### config.mk
export PLATFORM = sky130hd
export DESIGN_NAME = iter_div
export DESIGN_NICKNAME = d
export VERILOG_FILES = /design/src/rtl/iter_div.sv
export SDC_FILE = /design/constraint.sdc
export NUM_CORES = 1
export LEC_CHECK = 0
export BUFFER_PORTS_ARGS = -buffer_cell sky130_fd_sc_hd__buf_2
export CAP_MARGIN = 20
export CORE_MARGIN = 2
export CORE_UTILIZATION = 30
export CTS_CLUSTER_DIAMETER = 150
export CTS_CLUSTER_SIZE = 8
export DETAILED_ROUTE_END_ITERATION = 12
export SLEW_MARGIN = 20
export SYNTH_ARGS = -nofsm -noshare
export SYNTH_HDL_FRONTEND = slang
export SYNTH_SLANG_ARGS = --single-unit
### constraint.sdc
create_clock -name clk -period 6.2 [get_ports clk]
set_input_delay 0.31 -clock clk [delete_from_list [all_inputs] [get_ports clk]]
set_output_delay 0.31 -clock clk [all_outputs]
set_load 0.02 [all_outputs]
### src/rtl/iter_div.sv
// rtl/iter_div.sv - iterative restoring 32-bit divider, signed or unsigned, one quotient bit per cycle
module iter_div #(
   parameter int SIGNED = 1
) (
   input  logic        clk,
   input  logic        resetn,
   input  logic        s_axis_divisor_tvalid,
   output logic        s_axis_divisor_tready,
   input  logic [31:0] s_axis_divisor_tdata,
   input  logic        s_axis_dividend_tvalid,
   output logic        s_axis_dividend_tready,
   input  logic [31:0] s_axis_dividend_tdata,
   output logic        m_axis_dout_tvalid,
   output logic [63:0] m_axis_dout_tdata
);

   typedef enum logic [1:0] {IDLE, CALC, DONE} state_t;

   state_t      state;
   state_t      state_nxt;
   logic [5:0]  cnt;
   logic [63:0] pr;         // {partial remainder, dividend bits shifting into quotient}
   logic [31:0] dmag;
   logic        q_neg;
   logic        r_neg;
   logic        div_zero;

   logic        accept;
   logic        a_neg;
   logic        b_neg;
   logic [31:0] a_mag;
   logic [31:0] b_mag;
   logic [32:0] trial;
   logic [31:0] q_fix;
   logic [31:0] r_fix;

   // Both channels transfer together or not at all.
   assign accept = (state == IDLE) && s_axis_divisor_tvalid && s_axis_dividend_tvalid;

   // Gated by resetn so ready drops the moment reset asserts, even with tvalid high.
   assign s_axis_divisor_tready  = resetn && accept;
   assign s_axis_dividend_tready = resetn && accept;

   assign a_neg = (SIGNED != 0) && s_axis_dividend_tdata[31];
   assign b_neg = (SIGNED != 0) && s_axis_divisor_tdata[31];
   assign a_mag = a_neg ? -s_axis_dividend_tdata : s_axis_dividend_tdata;
   assign b_mag = b_neg ? -s_axis_divisor_tdata  : s_axis_divisor_tdata;

   // Shifted remainder (33 bits) minus divisor; bit 32 set means borrow, so the step restores.
   assign trial = pr[63:31] - {1'b0, dmag};

   assign q_fix = q_neg ? -pr[31:0]  : pr[31:0];
   assign r_fix = r_neg ? -pr[63:32] : pr[63:32];

   // State register.
   always_ff @(posedge clk or negedge resetn) begin
      if (!resetn) state <= IDLE;
      else         state <= state_nxt;
   end

   // Next-state logic: 32 CALC cycles, then one DONE cycle that publishes the result.
   always_comb begin
      state_nxt = state;
      case (state)
         IDLE:    if (accept) state_nxt = CALC;
         CALC:    if (cnt == 6'd31) state_nxt = DONE;
         DONE:    state_nxt = IDLE;
         default: state_nxt = IDLE;
      endcase
   end

   // Datapath: operand capture, shift-subtract iteration, sign fix-up and result register.
   always_ff @(posedge clk or negedge resetn) begin
      if (!resetn) begin
         cnt                <= 6'd0;
         pr                 <= 64'd0;
         dmag               <= 32'd0;
         q_neg              <= 1'b0;
         r_neg              <= 1'b0;
         div_zero           <= 1'b0;
         m_axis_dout_tvalid <= 1'b0;
         m_axis_dout_tdata  <= 64'd0;
      end else begin
         m_axis_dout_tvalid <= 1'b0;
         case (state)
            IDLE: begin
               if (accept) begin
                  pr       <= {32'd0, a_mag};
                  dmag     <= b_mag;
                  q_neg    <= a_neg ^ b_neg;
                  r_neg    <= a_neg;
                  div_zero <= (s_axis_divisor_tdata == 32'd0);
                  cnt      <= 6'd0;
               end
            end
            CALC: begin
               if (!trial[32]) pr <= {trial[31:0], pr[30:0], 1'b1};
               else            pr <= {pr[62:0], 1'b0};
               cnt <= cnt + 6'd1;
            end
            DONE: begin
               // Divide by zero: quotient all ones regardless of sign, remainder is the dividend.
               m_axis_dout_tvalid <= 1'b1;
               m_axis_dout_tdata  <= div_zero ? {r_fix, 32'hFFFF_FFFF} : {r_fix, q_fix};
            end
            default: ;
         endcase
      end
   end

endmodule
==> metrics.sh, run 1 <==
SYNTHESIS.AREA_PER_INSTANCE_UM2=8.59
MOST-COMMON-LAYOUT-CELLS='sky130_fd_sc_hd__dfrtp_1 (172), sky130_fd_sc_hd__o21ai_0 (169), sky130_fd_sc_hd__nand2_1 (156), sky130_fd_sc_hd__buf_2 (133), sky130_fd_sc_hd__xor2_1 (110)'
GLOBALROUTE.TOTALOVERFLOW=0
TIGHTEST_SLEW_NS=1.03
YS_FF_LATCH=172
DRT_WL_TOTAL_MM=31.0
WORST_SKEW_PAIR.LATE_LATENCY_NS=0.43
TIMING.CRITICAL_PATH.FANOUT_MAX=25
FIRST_PASS_GRT_WIRE_LENGTH_MM=50.8
VIAS_IN_THE_FIRST_GLOBAL_ROUTE=9349
FINAL.SETUP.TNS_NS=0
HTREEDEPTH=4
FLOORPLAN.INITIALDENSITY_PCT=30.5
CLK_PIN_SLEW_WORST_PATHS_NS=0.07
HOLD_PATH_CLASS='in2reg'
CRITICAL_PATH_CLASS='reg2reg'
TOTAL_POWER_CONSUMPTION_OF_THE_ROUTED_DESIGN_uW=6280
CORE_AREA_UM2=36600
DIE_WIDTH_UM=197
CRIT_SLOWEST_CELL='sky130_fd_sc_hd__xor2_4'
VDD_DROP_MAX_V=0.000218
MAX_CAP_VIOL_COUNT=0
DRT.ANTENNA.VIOLATING_NETS=0
CLOCK-ROOT-BUFFER='sky130_fd_sc_hd__clkbuf_16'
POST_CTS_RESIZED=0
TRITONCTS_SINKS=172
LAYOUT.CELLS.MOST_COMMON='sky130_fd_sc_hd__dfrtp_1'
PATH_CELLS='inv_1, ha_1, fa_1, nand2b_1, a21oi_1, o21ai_1, nand3_1, a21oi_1, o21ai_1, xor2_4, buf_4, mux2_2, o21ai_0'
DETAILROUTE.VIA_COUNT=9674
WORST-PATH-BUF-INV=2
MAXSLEWVIOLCOUNT=0
SYNTH_CELL_TYPE_COUNT=65
GP_ROUTABILITY_CONGESTION=0.882
DP.FINAL_HPWL_MM=23.1
DIE-AREA_UM2=38800
RSZ0062_AT_GRT='no'
SYNTHARSTFLOPSHARE_PCT=100
REMAINING_DRC_ERRORS=0
FINALCLOCKSKEW_NS=0.00780
SYNTH.YOSYS.SEQ_AREA_SHARE_PCT=38.5
FLOW.AREA_GROWTH_FROM_SYNTHESIS_PCT=15.7
MAX_FREQ_MHz=248
DIEHEIGHT_UM=197
SYNTH_CELLS=1301
CTS_MADE_BUFFERS=17
GRT_UTIL_ALL_LAYERS_PCT=16.3
SYNTH-MAIN-FF-CELL='sky130_fd_sc_hd__dfrtp_1'
GRT_ANTENNA_BEFORE_REPAIR=1
POWER.STATIC_LEAKAGE_uW=0.00573
NUMBER_OF_PORT_BUFFERS=134
IO_COUNT=135
FINAL_LAYOUT_SIZE_SUFFIX_GT1_SHARE_PCT=14.1
ENDPOINTS_FAILING_SETUP=0
ROUTE.DETAILED.WL_PER_INST_UM=16.6
REPORT.FINAL.HOLD_VIOL_COUNT=0
MIN_PERIOD_OVER_PERIOD_PCT=65.1
POST_SYNTH_EDFFS=0
ROUTE.DETAILED.VIAS_PER_INST=5.17
POWERDENSITY_nW_PER_UM2=486
OUTCOME='finished, final reports clean'
SLEW-LIMIT-HEADROOM_PCT=31.2
CTS_TREE='yes'
TIMING.CRITICAL_PATH.MAX_DELAY_FAMILY='compound AO/OA/AOI/OAI gates'
ROWS=70
CRIT_PATH_TIME_FINAL_NS=4.04
TIMING.CRITICAL_PATH.REQUIRED_NS=6.55
TOTAL_OF_WARNINGS_RAISED_BY_YOSYS=0
WORSTSETUPSTARTPOINTTYPE='register'
DRTITER0DRC=651
CRITICAL_PATH.ENDPOINT_TYPE='register'
DRT_PASS1_ITERATIONS=5
CELL_AREA_AFTER_TECHNOLOGY_MAPPING_UM2=11200
CTS.PATH.MAX_BUFFERS=2
WORST-ENDPOINT-ARRIVAL_NS=4.39
FIN_NETS=1496
SYNTH_NETS=1407
CP_SLOWEST_STAGE_DELAY_NS=0.71
GRT_START_MAX_NET_PINS=102
## path summary, 6_finish.rpt
| kind | startpoint | slack [ns] | end | depth (start not counted) |
|---|---|---|---|---|
| max reg2reg | pr[31] | 2.16 | pr[33] | 13 |
| min | s_axis_divisor_tdata[30] | 0.18 | div_zero | 4 |
| min in group asynchronous | resetn | 0.40 | m_axis_dout_tdata[10] | 2 |
| max in group asynchronous | resetn | 4.52 | m_axis_dout_tdata[40] | 3 |
| min reg2reg | m_axis_dout_tdata[0] | 0.47 | m_axis_dout_tdata[0] | 2 |
| max | pr[31] | 2.16 | pr[33] | 13 |
## registers in the layout, summed over array words and instances, names as in the netlist
signal and count:
m_axis_dout_tdata 64, pr 64, dmag 32, cnt 6, state 2, div_zero 1
m_axis_dout_tvalid 1, q_neg 1, r_neg 1
## cell usage after synthesis, drive strengths merged, types with 17 or more instances
master | instances | area share, %
clkbuf | 65 | 2.2
a21oi | 69 | 3.1
inv | 48 | 1.6
mux2i | 30 | 2.7
nand3 | 49 | 2.2
xnor2 | 33 | 2.6
ha | 37 | 4.1
or4 | 18 | 1.2
o31ai | 31 | 2.2
nor2 | 61 | 2.0
nor3 | 17 | 0.76
xor2 | 111 | 8.7
o41ai | 18 | 1.5
dfrtp | 172 | 39
nand2 | 156 | 5.2
a22oi | 29 | 1.9
o21ai | 181 | 8.1
nand2b | 23 | 1.4
or3 | 18 | 1.1
## worst reg2reg max path, delay by kind of cell, from the launching register on
kind | cells | cell delay, ns
and+or+nand+nor | 2 | 0.32
adders and majority gates | 2 | 0.61
muxes | 1 | 0.37
xor gates and xnor gates | 1 | 0.71
buffers and inverters | 2 | 0.47
DFF | 1 | 0.35
AOI/OAI and AO/OA | 5 | 1.13
## cell type report
cell class / count / area [um^2]
fill: 3791 / 23700
multi-input combinational: 1004 / 6440
sequential: 172 / 4300
timing repair buffer: 146 / 769
tap: 468 / 586
clock buffer: 17 / 425
clock inverter: 15 / 213
inverter: 49 / 184
antenna: 1 / 2.50
## cell families after synthesis
logic type | Yosys count | share of synthesized area [%]
buffers and inverters | 125 | 4.27
flip-flops | 172 | 38.5
AO/OA/AOI/OAI | 390 | 21.2
multiplexers | 31 | 2.79
AND/OR/NAND/NOR | 401 | 17.6
XOR/XNOR | 144 | 11.3
adder cells (fa/ha/maj) | 38 | 4.32
## where the power goes
group / total (uW) / internal [uW] / leakage, uW / switching (uW)
registers: 1890 / 1430 / 0.00209 / 464
clock network: 1170 / 683 / 0.000300 / 484
logic: 3220 / 1390 / 0.00334 / 1830
## metrics by stage
step | cells | hold slack, ns | util [%] | cell area (um^2) | setup slack, ns
CTS | 1871 | 0.163 | 35.3 | 12900 | 2.19
global route | 1872 | 0.178 | 35.3 | 12900 | 1.84
floorplan | 1301 | 0.0144 | - | 11200 | 3.22
detailed placement | 1838 | 0.344 | 33.5 | 12300 | 2.21
global placement | 1838 | 0.335 | 33.5 | 12300 | 2.25
finish | 1872 | 0.182 | 35.3 | 12900 | 2.16
## per-layer routing
layer | vias up | GRT usage (%) | routed length (um)
met5 | - | 0 | 0
met4 | 0 | 4.40 | 361
met3 | 23 | 2.96 | 1330
met2 | 193 | 24.8 | 13600
met1 | 4620 | 23.6 | 15700
li1 | 4838 | - | -
## timing repair
item / in CTS / in global routing
buffers inserted: 0 / 0
hold buffers: 1 / 0
endpoints found under the hold margin: 60 / 0
Power figures use the tool's default switching activity.
==> run 2, diff against run 1 <==
--- a/config.mk
+++ b/config.mk
@@ -5,6 +5,7 @@
 export SDC_FILE = /design/constraint.sdc
 export NUM_CORES = 1
 export LEC_CHECK = 0
+export ABC_AREA = 1
 export BUFFER_PORTS_ARGS = -buffer_cell sky130_fd_sc_hd__buf_2
 export CAP_MARGIN = 20
 export CORE_MARGIN = 2
==> constraint.sdc (replaced) <==
create_clock -name clk -period 3.63 [get_ports clk]
set_input_delay 0.1815 -clock clk [delete_from_list [all_inputs] [get_ports clk]]
set_output_delay 0.1815 -clock clk [all_outputs]
set_load 0.02 [all_outputs]
==> metrics.sh, run 2 <==
FINAL.SETUP.TNS_NS=0  # unchanged
DIEHEIGHT_UM=215  # +9.0%
FIRST_PASS_GRT_WIRE_LENGTH_MM=69.5  # +37%
SETUP.REG_TO_REG.WORST_SLACK_NS=0.93  # -1.23 ns
IO_COUNT=135  # unchanged
VIAS_IN_THE_FIRST_GLOBAL_ROUTE=12500  # +34%
CRITICAL_PATH.ENDPOINT_TYPE='register'
CELL_INTERNAL_POWER_uW=7320  # +110%
PATH_CELLS='inv_1, ha_1, fa_1, inv_1, nand2_1, nand2_1, nand3_1, nand2_2, nand2_2, nand2_4, nand2_4, nand2_4, nand2_4, nand2_4, nand2_2, nand3_1, nand2_1'
FLOORPLAN.INITIALDENSITY_PCT=30.3  # -0.27 points
CRIT-REG2REG-LAUNCH='pr[31]'
FIN_WS_NS=0.931  # -1.23 ns
ROWS=77  # +10%
DRTITER0DRC=997  # +53%
WORST_SKEW_PAIR.LATE_LATENCY_NS=0.45  # +0.02 ns
SYNTH_MOST_COMMON_CELL='sky130_fd_sc_hd__nand2_1'
POST_CTS_RESIZED=0  # unchanged
CELL_AREA_AFTER_TECHNOLOGY_MAPPING_UM2=13300  # +19%
MAX_CAP_VIOL_COUNT=0  # unchanged
VDD_DROP_MAX_V=0.000491  # +130%
TOTAL_POWER_CONSUMPTION_OF_THE_ROUTED_DESIGN_uW=16000  # +150%
DRT.ANTENNA.VIOLATING_NETS=0  # unchanged
WORST_SLACK_ON_HOLD_PATHS_NS=0.0487  # -0.133 ns
CRIT_PATH_CELL_COUNT=17  # +4
PWR-SHARE-COMB_PCT=64.1  # +13 points
DIE-AREA_UM2=46100  # +19%
TOTAL_OF_WARNINGS_RAISED_BY_YOSYS=0  # unchanged
CRIT_PATH_TIME_FINAL_NS=2.70  # -1.34 ns
CORE_AREA_UM2=44000  # +20%
YS_FF_LATCH=172  # unchanged
REMAINING_DRC_ERRORS=0  # unchanged
LAYOUT.CELLS.MOST_COMMON='sky130_fd_sc_hd__nand2_1'
FINALCLOCKSKEW_NS=0.00758  # -0.000220 ns
WORST-ENDPOINT-ARRIVAL_NS=3.04  # -1.35 ns
SYNTH-MAIN-FF-CELL='sky130_fd_sc_hd__dfrtp_1'
FIN_UTIL_PCT=34.6  # -0.74 points
SYNTH_COMMONEST_CELLS='sky130_fd_sc_hd__nand2_1 (615), sky130_fd_sc_hd__inv_1 (304), sky130_fd_sc_hd__nor2_1 (211), sky130_fd_sc_hd__nand3_1 (193), sky130_fd_sc_hd__dfrtp_1 (172)'
POST_SYNTH_EDFFS=0  # unchanged
GRT_START_MAX_NET_PINS=91  # -11%
WORST_SETUP_PATH_ENDPOINT='pr[60]'
ROUTE.DETAILED.VIAS_PER_INST=4.81  # -6.9%
HOLD_PATH_CLASS='in2reg'
GLOBALROUTE.TOTALOVERFLOW=0  # unchanged
CP_SLOWEST_STAGE_DELAY_NS=0.40  # -0.31 ns
SYNTH.YOSYS.SEQ_AREA_SHARE_PCT=32.3  # -6.2 points
ENDPOINTS_FAILING_SETUP=0  # unchanged
TRITONCTS_SINKS=172  # unchanged
CTS_TREE='yes'
TIGHTEST_SLEW_NS=1.02  # -0.0158 ns
ROUTE.DETAILED.WL_PER_INST_UM=15.8  # -4.3%
POWER.SHARE.SEQUENTIAL_PCT=23.4  # -6.8 points
CLK_PIN_SLEW_WORST_PATHS_NS=0.07  # about the same
CRITICAL_PATH_CLASS='reg2reg'
SYNTH.TOP_CELLS.BY_AREA='sky130_fd_sc_hd__dfrtp_1 (32%), sky130_fd_sc_hd__nand2_1 (17%), sky130_fd_sc_hd__inv_1 (8.6%)'
FIN_NETS=2265  # +51%
HTREEDEPTH=4  # unchanged
RSZ0062_AT_GRT='no'
SYNTH_AREA_LEADER_CELL='sky130_fd_sc_hd__dfrtp_1'
REPORT.FINAL.HOLD_VIOL_COUNT=0  # unchanged
POST_CTS_SETUP_BUFFERS=0  # unchanged
GP_ROUTABILITY_CONGESTION=0.918  # +4.1%
POWERDENSITY_nW_PER_UM2=1050  # +120%
POWER.STATIC_LEAKAGE_uW=0.00789  # +38%
MOST-COMMON-LAYOUT-CELLS='sky130_fd_sc_hd__nand2_1 (615), sky130_fd_sc_hd__inv_1 (304), sky130_fd_sc_hd__nor2_1 (208), sky130_fd_sc_hd__nand3_1 (193), sky130_fd_sc_hd__dfrtp_1 (172)'
CRITICAL_PATH.MOST_COMMON_CELL='sky130_fd_sc_hd__nand2_4'
DIE_WIDTH_UM=215  # +9.0%
CTS.PATH.MAX_BUFFERS=2  # unchanged
LARGESTREGISTERS='m_axis_dout_tdata x64, pr x64, dmag x32'
DETAILROUTE.VIA_COUNT=13300  # +38%
SWITCHING_SHARE_PCT=54.1  # +9.9 points
CRIT_SLOWEST_CELL='sky130_fd_sc_hd__fa_1'
CTS_MADE_BUFFERS=17  # unchanged
MIN_PERIOD_OVER_PERIOD_PCT=74.3  # +9.2 points
MAXSLEWVIOLCOUNT=0  # unchanged
SYNTH.TOP_CELL.AREA_SHARE_PCT=32.3  # -6.2 points
FLOW.AREA_GROWTH_FROM_SYNTHESIS_PCT=14.2
TIMING.CRITICAL_PATH.REQUIRED_NS=3.97  # -2.58 ns
NUMBER_OF_PORT_BUFFERS=134  # unchanged
CLOCK_POWER_SHARE_PCT=12.4  # -6.2 points
SYNTHARSTFLOPSHARE_PCT=100  # unchanged
SYNTHESIS.AREA_PER_INSTANCE_UM2=6.49  # -24%
OUTCOME='finished, final reports clean'
WORSTREG2REGEND='pr[60]'
WORST-PATH-BUF-INV=2  # unchanged
SLEW-LIMIT-HEADROOM_PCT=32.1  # +0.98 points
SYNTH_NETS=2159  # +53%
CLOCK-ROOT-BUFFER='sky130_fd_sc_hd__clkbuf_16'
DP_SLACK_NS=0.931  # -1.28 ns
TIMING.REG2REG.WORST_PATH_DEPTH=17  # +4
SYNTH_CELL_TYPE_COUNT=48  # -26%
FILL_CELLS=4896  # +29%
GRT_ANTENNA_BEFORE_REPAIR=8  # +7
POST_CTS_HOLD_BUFFER_COUNT=1  # unchanged
DRT_PASS1_ITERATIONS=5  # unchanged
SYNTH_CELLS=2053  # +58%
FINAL_LAYOUT_SIZE_SUFFIX_GT1_SHARE_PCT=11.7  # -2.4 points
CRIT_START='pr[31]'
WORSTSETUPSTARTPOINTTYPE='register'
TIMING.CRITICAL_PATH.FANOUT_MAX=20  # -20%
DP.FINAL_HPWL_MM=35.0  # +51%
POWER.NET_SWITCHING_uW=8630  # +210%
TIMING.CRITICAL_PATH.MAX_DELAY_FAMILY='simple AND/OR/NAND/NOR gates'
GRT_UTIL_ALL_LAYERS_PCT=19.0  # +2.7 points
DRT_WL_TOTAL_MM=43.9  # +41%
MAX_FREQ_MHz=371  # +50%
[run 2: final cells by class]
type	instances	area (um^2)	share of cell area, %
antenna	3	7.51	0.0493
clock buffer	19	443	2.91
clock inverter	13	178	1.17
inverter	310	1160	7.65
multi-input combinational	1510	7590	49.8
sequential	172	4300	28.3
tap	592	741	4.87
timing repair buffer	148	797	5.24
[run 2: per-stage QoR]
step	instance area [um^2]	instances
finish	15200	2767
global route	15200	2767
CTS	15200	2764
detailed placement	14600	2731
global placement	14600	2731
floorplan	13300	2053
[run 2: power groups by stage]
| stage | sequential, uW | combinational, uW | clock [uW] |
|---|---|---|---|
| 6_report | 3740 | 10200 | 1990 |
| 5_1_grt | 3850 | 11500 | 2090 |
| 4_1_cts | 3730 | 10200 | 2020 |
| 3_5_place_dp | 3760 | 10200 | 0 |
| 3_3_place_gp | 3720 | 10100 | 0 |
| 2_1_floorplan | 3850 | 7280 | 0 |
[run 2: worst min-delay path by stage]
stage                                         from  endpoint  slack [ns]  cells after the start
after floorplan                             resetn    cnt[0]       -0.11                      0
after global placement                      resetn  dmag[12]        0.28                      1
after detailed placement                    resetn  dmag[12]        0.29                      1
after CTS                 s_axis_dividend_tdata[7]     pr[7]        0.03                      3
after global routing      s_axis_dividend_tdata[7]     pr[7]        0.04                      3
final                      s_axis_divisor_tdata[2]   dmag[2]        0.05                      3
[run 2: cells by family (layout without fill, tap and decap cells)]
logic type | after synthesis | in the layout | share of synthesized area, %
xor gates and xnor gates | 71 | 71 | 4.67
buffers and inverters | 371 | 490 | 10.9
other | 0 | 3 | 0
and+or+nand+nor | 1160 | 1160 | 37.8
DFF | 172 | 172 | 32.3
adders and majority gates | 38 | 38 | 3.63
AOI/OAI and AO/OA | 241 | 241 | 10.7
[run 2: worst reg2reg max path: cells and delay by family, from the launching register on]
| kind | cells | cell delay, ns |
|---|---|---|
| buffers and inverters | 2 | 0.25 |
| adder cells (fa/ha/maj) | 2 | 0.65 |
| flip-flops | 1 | 0.38 |
| AND/OR/NAND/NOR | 13 | 1.33 |
[run 2: routing by layer]
layer	global-route usage, %	vias up	wire, um
met5	0	-	62
li1	-	6747	-
met4	3.96	10	518
met1	28.5	6186	22400
met3	2.87	37	2260
met2	28.8	333	18700
